File: config.mk
export PLATFORM = sky130hd
export DESIGN_NAME = histogram_reader
export DESIGN_NICKNAME = d
export VERILOG_FILES = /design/src/rtl/histogram_reader.sv
export SDC_FILE = /design/constraint.sdc
export NUM_CORES = 1
export LEC_CHECK = 0
export CAP_MARGIN = 15
export CELL_PAD_IN_SITES_DETAIL_PLACEMENT = 0
export CELL_PAD_IN_SITES_GLOBAL_PLACEMENT = 1
export CORE_MARGIN = 2
export CORE_UTILIZATION = 49
export CTS_CLUSTER_SIZE = 40
export DETAILED_ROUTE_END_ITERATION = 7
export GPL_TIMING_DRIVEN = 1
export HOLD_SLACK_MARGIN = 0.02
export PLACE_DENSITY = 0.95
export REMOVE_ABC_BUFFERS = 1
export SYNTH_ARGS = -nofsm -noshare
export SYNTH_HDL_FRONTEND = slang
export SYNTH_SLANG_ARGS = --single-unit
File: constraint.sdc
create_clock -name clock -period 5.3 [get_ports clock]
set_input_delay 1.06 -clock clock [delete_from_list [all_inputs] [get_ports clock]]
set_output_delay 1.06 -clock clock [all_outputs]
set_load 0.02 [all_outputs]
File: src/rtl/histogram_reader.sv
// Histogram read-out engine. Sweeps every bin of the data_statistics RAM,
// streams (bin, count) entries over a valid/ready port and keeps running
// total / peak-bin statistics for the most recent sweep.
//
// Handshake: an output entry transfers on any rising clock edge where
// out_vld && out_rdy. While out_vld is high and out_rdy is low, out_vld,
// out_bin, out_cnt and out_last hold their values. out_vld never depends
// on out_rdy.
module histogram_reader #(
  parameter int DSIZE      = 8,
  parameter int RD_LAT     = 2,
  parameter int FIFO_DEPTH = 4,
  parameter int SKIP_ZERO  = 0
) (
  input  logic                  clock,
  input  logic                  rst_n,
  input  logic                  dump_req,
  input  logic                  abort,
  output logic                  get_summary,
  output logic [DSIZE-1:0]      index,
  input  logic [31:0]           summary,
  output logic                  out_vld,
  input  logic                  out_rdy,
  output logic [DSIZE-1:0]      out_bin,
  output logic [31:0]           out_cnt,
  output logic                  out_last,
  output logic                  busy,
  output logic                  done,
  output logic [32+DSIZE-1:0]   total,
  output logic [DSIZE-1:0]      max_bin,
  output logic [31:0]           max_cnt,
  output logic [1:0]            state_dbg
);

  localparam int AW = (FIFO_DEPTH > 1) ? $clog2(FIFO_DEPTH) : 1;
  localparam int CW = $clog2(FIFO_DEPTH + RD_LAT + 1) + 1;
  localparam logic [DSIZE-1:0] LAST_BIN = '1;
  localparam bit SKIP = (SKIP_ZERO != 0);

  // The credit scheme needs room for every read that can be in flight.
  if (FIFO_DEPTH < RD_LAT + 1) begin : g_depth_check
    $error("histogram_reader: FIFO_DEPTH must be >= RD_LAT+1");
  end
  if (RD_LAT < 1) begin : g_lat_check
    $error("histogram_reader: RD_LAT must be >= 1");
  end

  typedef enum logic [1:0] {
    S_IDLE  = 2'd0,
    S_ISSUE = 2'd1,
    S_DRAIN = 2'd2,
    S_DONE  = 2'd3
  } state_t;

  state_t state, state_nxt;

  logic [RD_LAT-1:0] tag_vld;
  logic [DSIZE-1:0]  tag_bin [RD_LAT];
  logic [CW-1:0]     inflight;
  logic [CW-1:0]     fifo_cnt;
  logic [CW-1:0]     free_slots;
  logic              start;
  logic              issue;
  logic              cap;
  logic              push;
  logic              pop;
  logic [DSIZE-1:0]  cap_bin;
  logic              cap_last;

  logic [DSIZE-1:0]  mem_bin  [FIFO_DEPTH];
  logic [31:0]       mem_cnt  [FIFO_DEPTH];
  logic              mem_last [FIFO_DEPTH];
  logic [AW-1:0]     wr_ptr, rd_ptr;

  function automatic logic [AW-1:0] ptr_inc(input logic [AW-1:0] p);
    return (p == AW'(FIFO_DEPTH - 1)) ? '0 : p + AW'(1);
  endfunction

  // Reads in flight = valid tags in the latency pipeline.
  always_comb begin
    inflight = '0;
    for (int i = 0; i < RD_LAT; i++) begin
      inflight = inflight + CW'(tag_vld[i]);
    end
  end

  assign free_slots = CW'(FIFO_DEPTH) - fifo_cnt;
  assign start      = (state == S_IDLE) && dump_req && !abort;
  assign issue      = (state == S_ISSUE) && (free_slots > inflight) && !abort;
  assign cap        = tag_vld[RD_LAT-1] && !abort;
  assign cap_bin    = tag_bin[RD_LAT-1];
  assign cap_last   = !SKIP && (cap_bin == LAST_BIN);
  assign push       = cap && !(SKIP && (summary == 32'd0));
  assign pop        = out_vld && out_rdy;

  // State register.
  always_ff @(posedge clock or negedge rst_n) begin
    if (!rst_n) state <= S_IDLE;
    else        state <= state_nxt;
  end

  // Next-state logic; abort overrides everything, including dump_req.
  always_comb begin
    state_nxt = state;
    case (state)
      S_IDLE:  if (dump_req) state_nxt = S_ISSUE;
      S_ISSUE: if (issue && (index == LAST_BIN)) state_nxt = S_DRAIN;
      S_DRAIN: if ((inflight == '0) && (fifo_cnt == '0)) state_nxt = S_DONE;
      S_DONE:  state_nxt = S_IDLE;
      default: state_nxt = S_IDLE;
    endcase
    if (abort) state_nxt = S_IDLE;
  end

  assign busy        = (state != S_IDLE);
  assign done        = (state == S_DONE);
  assign get_summary = (state == S_ISSUE) || (state == S_DRAIN);
  assign state_dbg   = state;

  // Read address: restarts at bin 0 on a new sweep, advances per issued read, never wraps.
  always_ff @(posedge clock or negedge rst_n) begin
    if (!rst_n)                                index <= '0;
    else if (start)                            index <= '0;
    else if (issue && (index != LAST_BIN))     index <= index + DSIZE'(1);
  end

  // Tag pipeline: tracks which bin the RAM returns RD_LAT cycles after issue.
  always_ff @(posedge clock or negedge rst_n) begin
    if (!rst_n) begin
      tag_vld <= '0;
      for (int i = 0; i < RD_LAT; i++) tag_bin[i] <= '0;
    end else if (abort) begin
      tag_vld <= '0;
    end else begin
      tag_vld[0] <= issue;
      tag_bin[0] <= index;
      for (int i = 1; i < RD_LAT; i++) begin
        tag_vld[i] <= tag_vld[i-1];
        tag_bin[i] <= tag_bin[i-1];
      end
    end
  end

  // Sweep statistics: cleared at sweep start, held after done until the next sweep.
  always_ff @(posedge clock or negedge rst_n) begin
    if (!rst_n) begin
      total   <= '0;
      max_cnt <= '0;
      max_bin <= '0;
    end else if (start) begin
      total   <= '0;
      max_cnt <= '0;
      max_bin <= '0;
    end else if (cap) begin
      total <= total + (32+DSIZE)'(summary);
      if (summary > max_cnt) begin
        max_cnt <= summary;
        max_bin <= cap_bin;
      end
    end
  end

  // FIFO pointers and occupancy; abort discards everything buffered.
  always_ff @(posedge clock or negedge rst_n) begin
    if (!rst_n) begin
      wr_ptr   <= '0;
      rd_ptr   <= '0;
      fifo_cnt <= '0;
    end else if (abort) begin
      wr_ptr   <= '0;
      rd_ptr   <= '0;
      fifo_cnt <= '0;
    end else begin
      if (push) wr_ptr <= ptr_inc(wr_ptr);
      if (pop)  rd_ptr <= ptr_inc(rd_ptr);
      case ({push, pop})
        2'b10:   fifo_cnt <= fifo_cnt + CW'(1);
        2'b01:   fifo_cnt <= fifo_cnt - CW'(1);
        default: fifo_cnt <= fifo_cnt;
      endcase
    end
  end

  // FIFO storage; contents are only observed through valid entries.
  always_ff @(posedge clock) begin
    if (push) begin
      mem_bin[wr_ptr]  <= cap_bin;
      mem_cnt[wr_ptr]  <= summary;
      mem_last[wr_ptr] <= cap_last;
    end
  end

  // First-word-fall-through head; zero while empty.
  always_comb begin
    out_vld  = (fifo_cnt != '0);
    out_bin  = '0;
    out_cnt  = '0;
    out_last = 1'b0;
    if (out_vld) begin
      out_bin  = mem_bin[rd_ptr];
      out_cnt  = mem_cnt[rd_ptr];
      out_last = mem_last[rd_ptr];
    end
  end

  a_fifo_no_overflow: assert property (@(posedge clock) disable iff (!rst_n)
    !(push && (fifo_cnt == CW'(FIFO_DEPTH))));

endmodule

==> summary.txt, run 1 <==
Via density: 5.805
Worst Setup Path Type: register to primary output
area leader, netlist: edfxtp_1
Lkg Pwr: 6.574 nW
vias in the first global route: 9869
Routed WL: 34970 microns
Hold Fails Final Rpt: 0
core area: 28630 sq um
reg2reg end: max_cnt[5]
TritonCTS Buffers: 28
final slew viol count: 0
Peak VDD IR: 0.0002637 V
status: completed
clk buf depth: 3
Die W: 174.1 microns
Post-Synthesis Cells: 1174
unrepaired setup endpoints after global routing: no
antenna violation net count after detailed routing: 0
Fill cells: 2246
setup slack, reg-to-reg: 2160 ps
port bufs: 171
Clk pin slew, worst setup/hold paths: 60 ps
Crit. End Element: primary output
Setup Viol. Count Final: 0
max_slew headroom: 23.77%
Sw Ratio: 36.40%
Root Buffer: clkbuf_16
most common cell after layout, fill and taps aside: clkdlybuf4s50_1
routed via count: 10100
Hold-fix buffers, CTS: 0
reg2reg start: max_cnt[31]
Chip Height: 174.1 microns
Setup Skew: 6.609 ps
Worst-Skew Late Latency: 530 ps
Netlist Area Pre-Place: 14170 sq um
# IOs: 172
clock sinks: 280
die area: 30310 sq um
fmax: 235.8 MHz
Yosys Warn Count: 0
Synth area leaders: edfxtp_1 35%, dfrtp_1 20%, ha_1 7.1%, mux4_2 6.5%, a21oi_1 3.9%
initial antenna violation count: 0
prevailing post-synth register cell: edfxtp_1
nets@finish: 1452
asr flop ratio synth: 41.43%
WP data arrival: 3180 ps
Final Util: 60.18%
total grt overflow: 0
critical path launch point type: register
Mean Syn Cell Area: 12.07 sq um
Cell variety after synth: 82
Post-synth EDFFs: 164
flops & latches, synth: 280
clock power share: 23.6%
Setup Fix Bufs, Post-CTS: 0
ratio of cells with drive above 1 in the final layout: 11.73%
area growth from synthesis to layout: 21.54%
GRT Overall Usage: 22.85%
first-pass GRT wire length: 54430 microns
hold_ws: 486.9 ps
Residual DRC: 0
Detailed Place HPWL: 24250 microns
crit path time final: 4241 ps
largest net degree at the start of global routing: 78
1st-iter DRT viols: 1050
Register-to-Register Path Depth: 8
hold crit path type: input port to async pin
Starting Density: 49.52%
share of the yosys chip area belonging to registers: 55.22%
number of diodes: 0
Reg power frac: 33.7%
number of max-cap violations: 0
Worst EP required: 4240 ps
P per Cell Area: 486.9 nW/um^2
TritonCTS clock tree: yes
fin crit share: 80.01%
share of the synthesized area in the top cell type: 34.74%
Pint: 5.335 mW
setup_tns: 0 ps
post-CTS resize count: 0
Net Switching: 3.053 mW
most frequent cells in the layout: 170 x clkdlybuf4s50_1, 164 x edfxtp_1, 114 x dfrtp_1
htree depth: 1
post-DR wirelength/cell: 20.11 microns
Slew @ Worst Pin: 1143 ps
Pre-antenna DRT Iters: 7
Comb pwr share: 42.7%
GP Congestion: 0.9221
Max Fanout on Critical Path: 27
Rows: 62
## worst max path at each step
stage / startpoint / end / cells past startpoint
global route: fifo_cnt[0] / out_bin[0] / 7
floorplan: dump_req / total[39] / 6
global placement: summary[31] / max_cnt[5] / 8
detailed placement: summary[29] / max_cnt[5] / 8
CTS: fifo_cnt[0] / out_bin[0] / 7
finish: fifo_cnt[0] / out_cnt[29] / 7
## worst max-delay path, stage by stage (launching register included)
cell	delay, ps
dfrtp_1	410
inv_1	170
ha_1	210
and2_1	150
clkinv_1	510
buf_4	450
and2_1	190
clkdlybuf4s50_1	550
## cells in the mapped netlist (18+ instances only)
cell	count
nand2_1	68
a21o_1	25
xnor2_1	24
nand4_1	18
dfrtp_1	116
mux4_2	41
o21ai_0	66
clkbuf_1	39
edfxtp_1	164
inv_1	55
o21ai_1	20
and2_1	50
nand3_1	60
nor2_1	61
ha_1	80
a21oi_1	110
## sequential cells by signal (all words and copies together), names as in the netlist
signal,count
mem_cnt,128
total,40
max_cnt,32
mem_bin,32
cap_bin,8
index,8
max_bin,8
tag_bin,8
fifo_cnt,4
mem_last,4
rd_ptr,2
state_dbg,2
tag_vld,2
wr_ptr,2
## layer usage
layer  part of all wire [%]  global-route usage, %  vias to the layer above  wire [microns]
met5                      0                      0                        -               0
met4                    3.3                  8.298                        0            1164
met3                    6.3                  2.712                       73            2199
met2                     49                  38.01                      369           16970
met1                     42                  31.17                     4987           14640
li1                       -                      -                     4666               -
## cells by family after synthesis
| family | share of synthesized area, % |
|---|---|
| compound gates | 12.20 |
| flops | 55.22 |
| xor+xnor | 2.163 |
| simple gates | 11.63 |
| buf+inv | 3.531 |
| mux | 7.918 |
| fa+ha+maj | 7.344 |
## stage by stage
stage,area (sq um),instances,worst slack [ps],power (mW)
6_report,17230,1739,1059,8.388
5_1_grt,17230,1739,823.3,8.845
4_1_cts,17150,1735,1006,8.430
3_5_place_dp,16210,1683,966.2,6.440
3_3_place_gp,16210,1683,1123,6.375
2_1_floorplan,13890,1116,537.5,4.993
## power groups by stage
stage                     Sequential [mW]  Clock (mW)  Combinational (mW)
final                                2.82        1.98                3.58
after global routing                 2.85        2.10                3.89
after floorplan                      3.00           0                1.99
after global placement               2.86           0                3.52
after detailed placement             2.87           0                3.57
after CTS                            2.83        2.01                3.59
## area by class of cell
cell class	instances	area [sq um]	area share (%)
Clock buffer	33	750.7	4.358
Clock inverter	19	190.2	1.104
Inverter	57	214.0	1.242
Multi-Input combinational cell	779	5871	34.08
Sequential cell	280	7830	45.45
Tap cell	384	480.5	2.789
Timing Repair Buffer	187	1892	10.98
No activity file was read; power rests on OpenSTA's default activity.
==> inputs of run 2 (changes only) <==
--- a/config.mk
+++ b/config.mk
@@ -9,12 +9,12 @@
 export CELL_PAD_IN_SITES_DETAIL_PLACEMENT = 0
 export CELL_PAD_IN_SITES_GLOBAL_PLACEMENT = 1
 export CORE_MARGIN = 2
-export CORE_UTILIZATION = 49
+export CORE_UTILIZATION = 41
 export CTS_CLUSTER_SIZE = 40
 export DETAILED_ROUTE_END_ITERATION = 7
 export GPL_TIMING_DRIVEN = 1
 export HOLD_SLACK_MARGIN = 0.02
-export PLACE_DENSITY = 0.95
+export PLACE_DENSITY = 0.86
 export REMOVE_ABC_BUFFERS = 1
 export SYNTH_ARGS = -nofsm -noshare
 export SYNTH_HDL_FRONTEND = slang
==> constraint.sdc (replaced) <==
create_clock -name clock -period 3.7 [get_ports clock]
set_input_delay 0.74 -clock clock [delete_from_list [all_inputs] [get_ports clock]]
set_output_delay 0.74 -clock clock [all_outputs]
set_load 0.02 [all_outputs]
==> summary.txt, run 2 (synthesized netlist as in run 1, its figures left out) <==
GP Congestion: 0.8975 (was 0.9221)
max_slew headroom: 35.95% (was 23.77%)
critical path launch point type: register (unchanged)
biggest registers after layout: mem_cnt (128), total (40) (unchanged)
Hold-fix buffers, CTS: 0 (unchanged)
setup slack, reg-to-reg: 870 ps (was 2160 ps)
core area: 34290 sq um (was 28630 sq um)
Root Buffer: clkbuf_16 (unchanged)
most frequent cells in the layout: 170 x clkdlybuf4s50_1, 164 x edfxtp_1, 114 x dfrtp_1 (unchanged)
1st-iter DRT viols: 736 (was 1050)
largest net degree at the start of global routing: 78 (unchanged)
ratio of cells with drive above 1 in the final layout: 13.29% (was 11.73%)
Worst path max stage delay: 630 ps (was 550 ps)
Routed WL: 36830 microns (was 34970 microns)
area growth from synthesis to layout: 23.90% (was 21.54%)
number of diodes: 0 (unchanged)
fin crit share: 94.95%
Chip Height: 189.9 microns (was 174.1 microns)
number of flip-flops in the largest register: 128 (unchanged)
nets@finish: 1482 (was 1452)
post-DR wirelength/cell: 20.02 microns (was 20.11 microns)
GRT Overall Usage: 20.38% (was 22.85%)
initial antenna violation count: 0 (unchanged)
pre-CTS WS: 126.0 ps (was 966.2 ps)
Register-to-Register Path Depth: 14 (was 8)
setup_tns: 0 ps (unchanged)
unrepaired setup endpoints after global routing: no (unchanged)
Setup Fix Bufs, Post-CTS: 0 (unchanged)
Worst-Skew Late Latency: 540 ps (was 530 ps)
final slew viol count: 0 (unchanged)
# IOs: 172 (unchanged)
Lkg Pwr: 6.705 nW (was 6.574 nW)
Starting Density: 41.34% (was 49.52%)
htree depth: 1 (unchanged)
Worst Setup Path Type: register to primary output (unchanged)
worst-path cell chain: inv_1 -> ha_1 -> and2_1 -> clkinv_1 -> buf_4 -> and2_1 -> clkdlybuf4s50_1 (unchanged)
Clk pin slew, worst setup/hold paths: 60 ps (about the same)
status: completed (unchanged)
Max Fanout on Critical Path: 46 (was 27)
total grt overflow: 0 (unchanged)
first-pass GRT wire length: 57410 microns (was 54430 microns)
Peak VDD IR: 0.0003982 V (was 0.0002637 V)
clk buf depth: 3 (unchanged)
clock sinks: 280 (unchanged)
Via density: 5.508 (was 5.805)
TritonCTS Buffers: 29 (was 28)
crit path time final: 3513 ps
hold crit path type: input port to async pin (unchanged)
port bufs: 171 (unchanged)
CP max-delay cell: clkdlybuf4s50_1 (unchanged)
reg2reg start: fifo_cnt[0] (was max_cnt[31])
Rows: 68 (was 62)
post-CTS resize count: 0 (unchanged)
Setup Viol. Count Final: 0 (unchanged)
die area: 36080 sq um (was 30310 sq um)
Die W: 189.9 microns (was 174.1 microns)
Most flops, register: mem_cnt (unchanged)
P per Cell Area: 686.2 nW/um^2 (was 486.9 nW/um^2)
number of max-cap violations: 0 (unchanged)
Crit. End Element: primary output (unchanged)
setup ws final: 186.9 ps (was 1059 ps)
most used cell, CP: and2_1 (unchanged)
TritonCTS clock tree: yes (unchanged)
Worst EP required: 2960 ps (was 4240 ps)
Detailed Place HPWL: 26090 microns (was 24250 microns)
Hold Fails Final Rpt: 0 (unchanged)
Residual DRC: 0 (unchanged)
vias in the first global route: 10160 (was 9869)
most common cell after layout, fill and taps aside: clkdlybuf4s50_1 (unchanged)
reg2reg end: fifo_cnt[3] (was max_cnt[5])
Setup Skew: 9.194 ps (was 6.609 ps)
Slew @ Worst Pin: 960.7 ps (was 1143 ps)
routed via count: 10140 (was 10100)
fmax: 284.6 MHz
antenna violation net count after detailed routing: 0 (unchanged)
Pre-antenna DRT Iters: 5 (was 7)
WP data arrival: 2770 ps (was 3180 ps)
-- run 2: cell types whose count changed in the layout (fill, tap and decap cells not counted), moves of 4 or more --
cell,before,now
clkinv_2,8,3
clkbuf_1,3,10
buf_12,5,9
clkbuf_8,1,5
buf_4,12,37
-- run 2: per-stage QoR --
step / instance area [sq um] / util (%) / std cells / hold WS [ps] / power, mW
floorplan: 13890 / - / 1116 / 444.4 / 7.152
global placement: 16640 / 48.54 / 1787 / 468.5 / 9.240
detailed placement: 16640 / 48.54 / 1787 / 480.8 / 9.313
CTS: 17560 / 51.22 / 1840 / 266.8 / 12.15
global route: 17560 / 51.22 / 1840 / 291.3 / 12.70
finish: 17560 / 51.22 / 1840 / 241.9 / 12.05
-- run 2: area by class of cell --
type,instances,area [sq um]
sequential,280,7830
fill,2967,16720
multi-input combinational,779,5871
tap,455,569.3
timing repair buffer,216,2160
inverter,57,214.0
clock inverter,9,87.58
clock buffer,44,832.0
-- run 2: critical path, delay by kind of cell (launching register included) --
kind / cells / cell delay, ps
flip-flops: 1 / 380
buffers and inverters: 4 / 1170
adder cells (fa/ha/maj): 1 / 240
AND/OR/NAND/NOR: 2 / 430
-- run 2: how the worst max path moves through the flow --
stage | start | end | slack [ps]
2_1_floorplan | state_dbg[0] | total[39] | -780
3_3_place_gp | summary[1] | total[36] | 160
3_5_place_dp | summary[1] | total[36] | 130
4_1_cts | fifo_cnt[0] | out_cnt[28] | 100
5_1_grt | fifo_cnt[0] | out_cnt[31] | 40
6_report | fifo_cnt[0] | out_cnt[28] | 190
-- run 2: power by group --
group	switching (mW)	internal, mW	total, mW
logic	2.89	2.37	5.27
clock network	1.20	1.62	2.83
registers	0.325	3.64	3.96
total	4.42	7.63	12.1
-- run 2: per-layer routing --
metal | vias up | global-route usage [%] | wire [microns]
met2 | 309 | 33.96 | 17570
met4 | 0 | 6.291 | 1111
met1 | 5039 | 27.86 | 16020
met5 | - | 0 | 0
li1 | 4719 | - | -
met3 | 68 | 2.675 | 2135
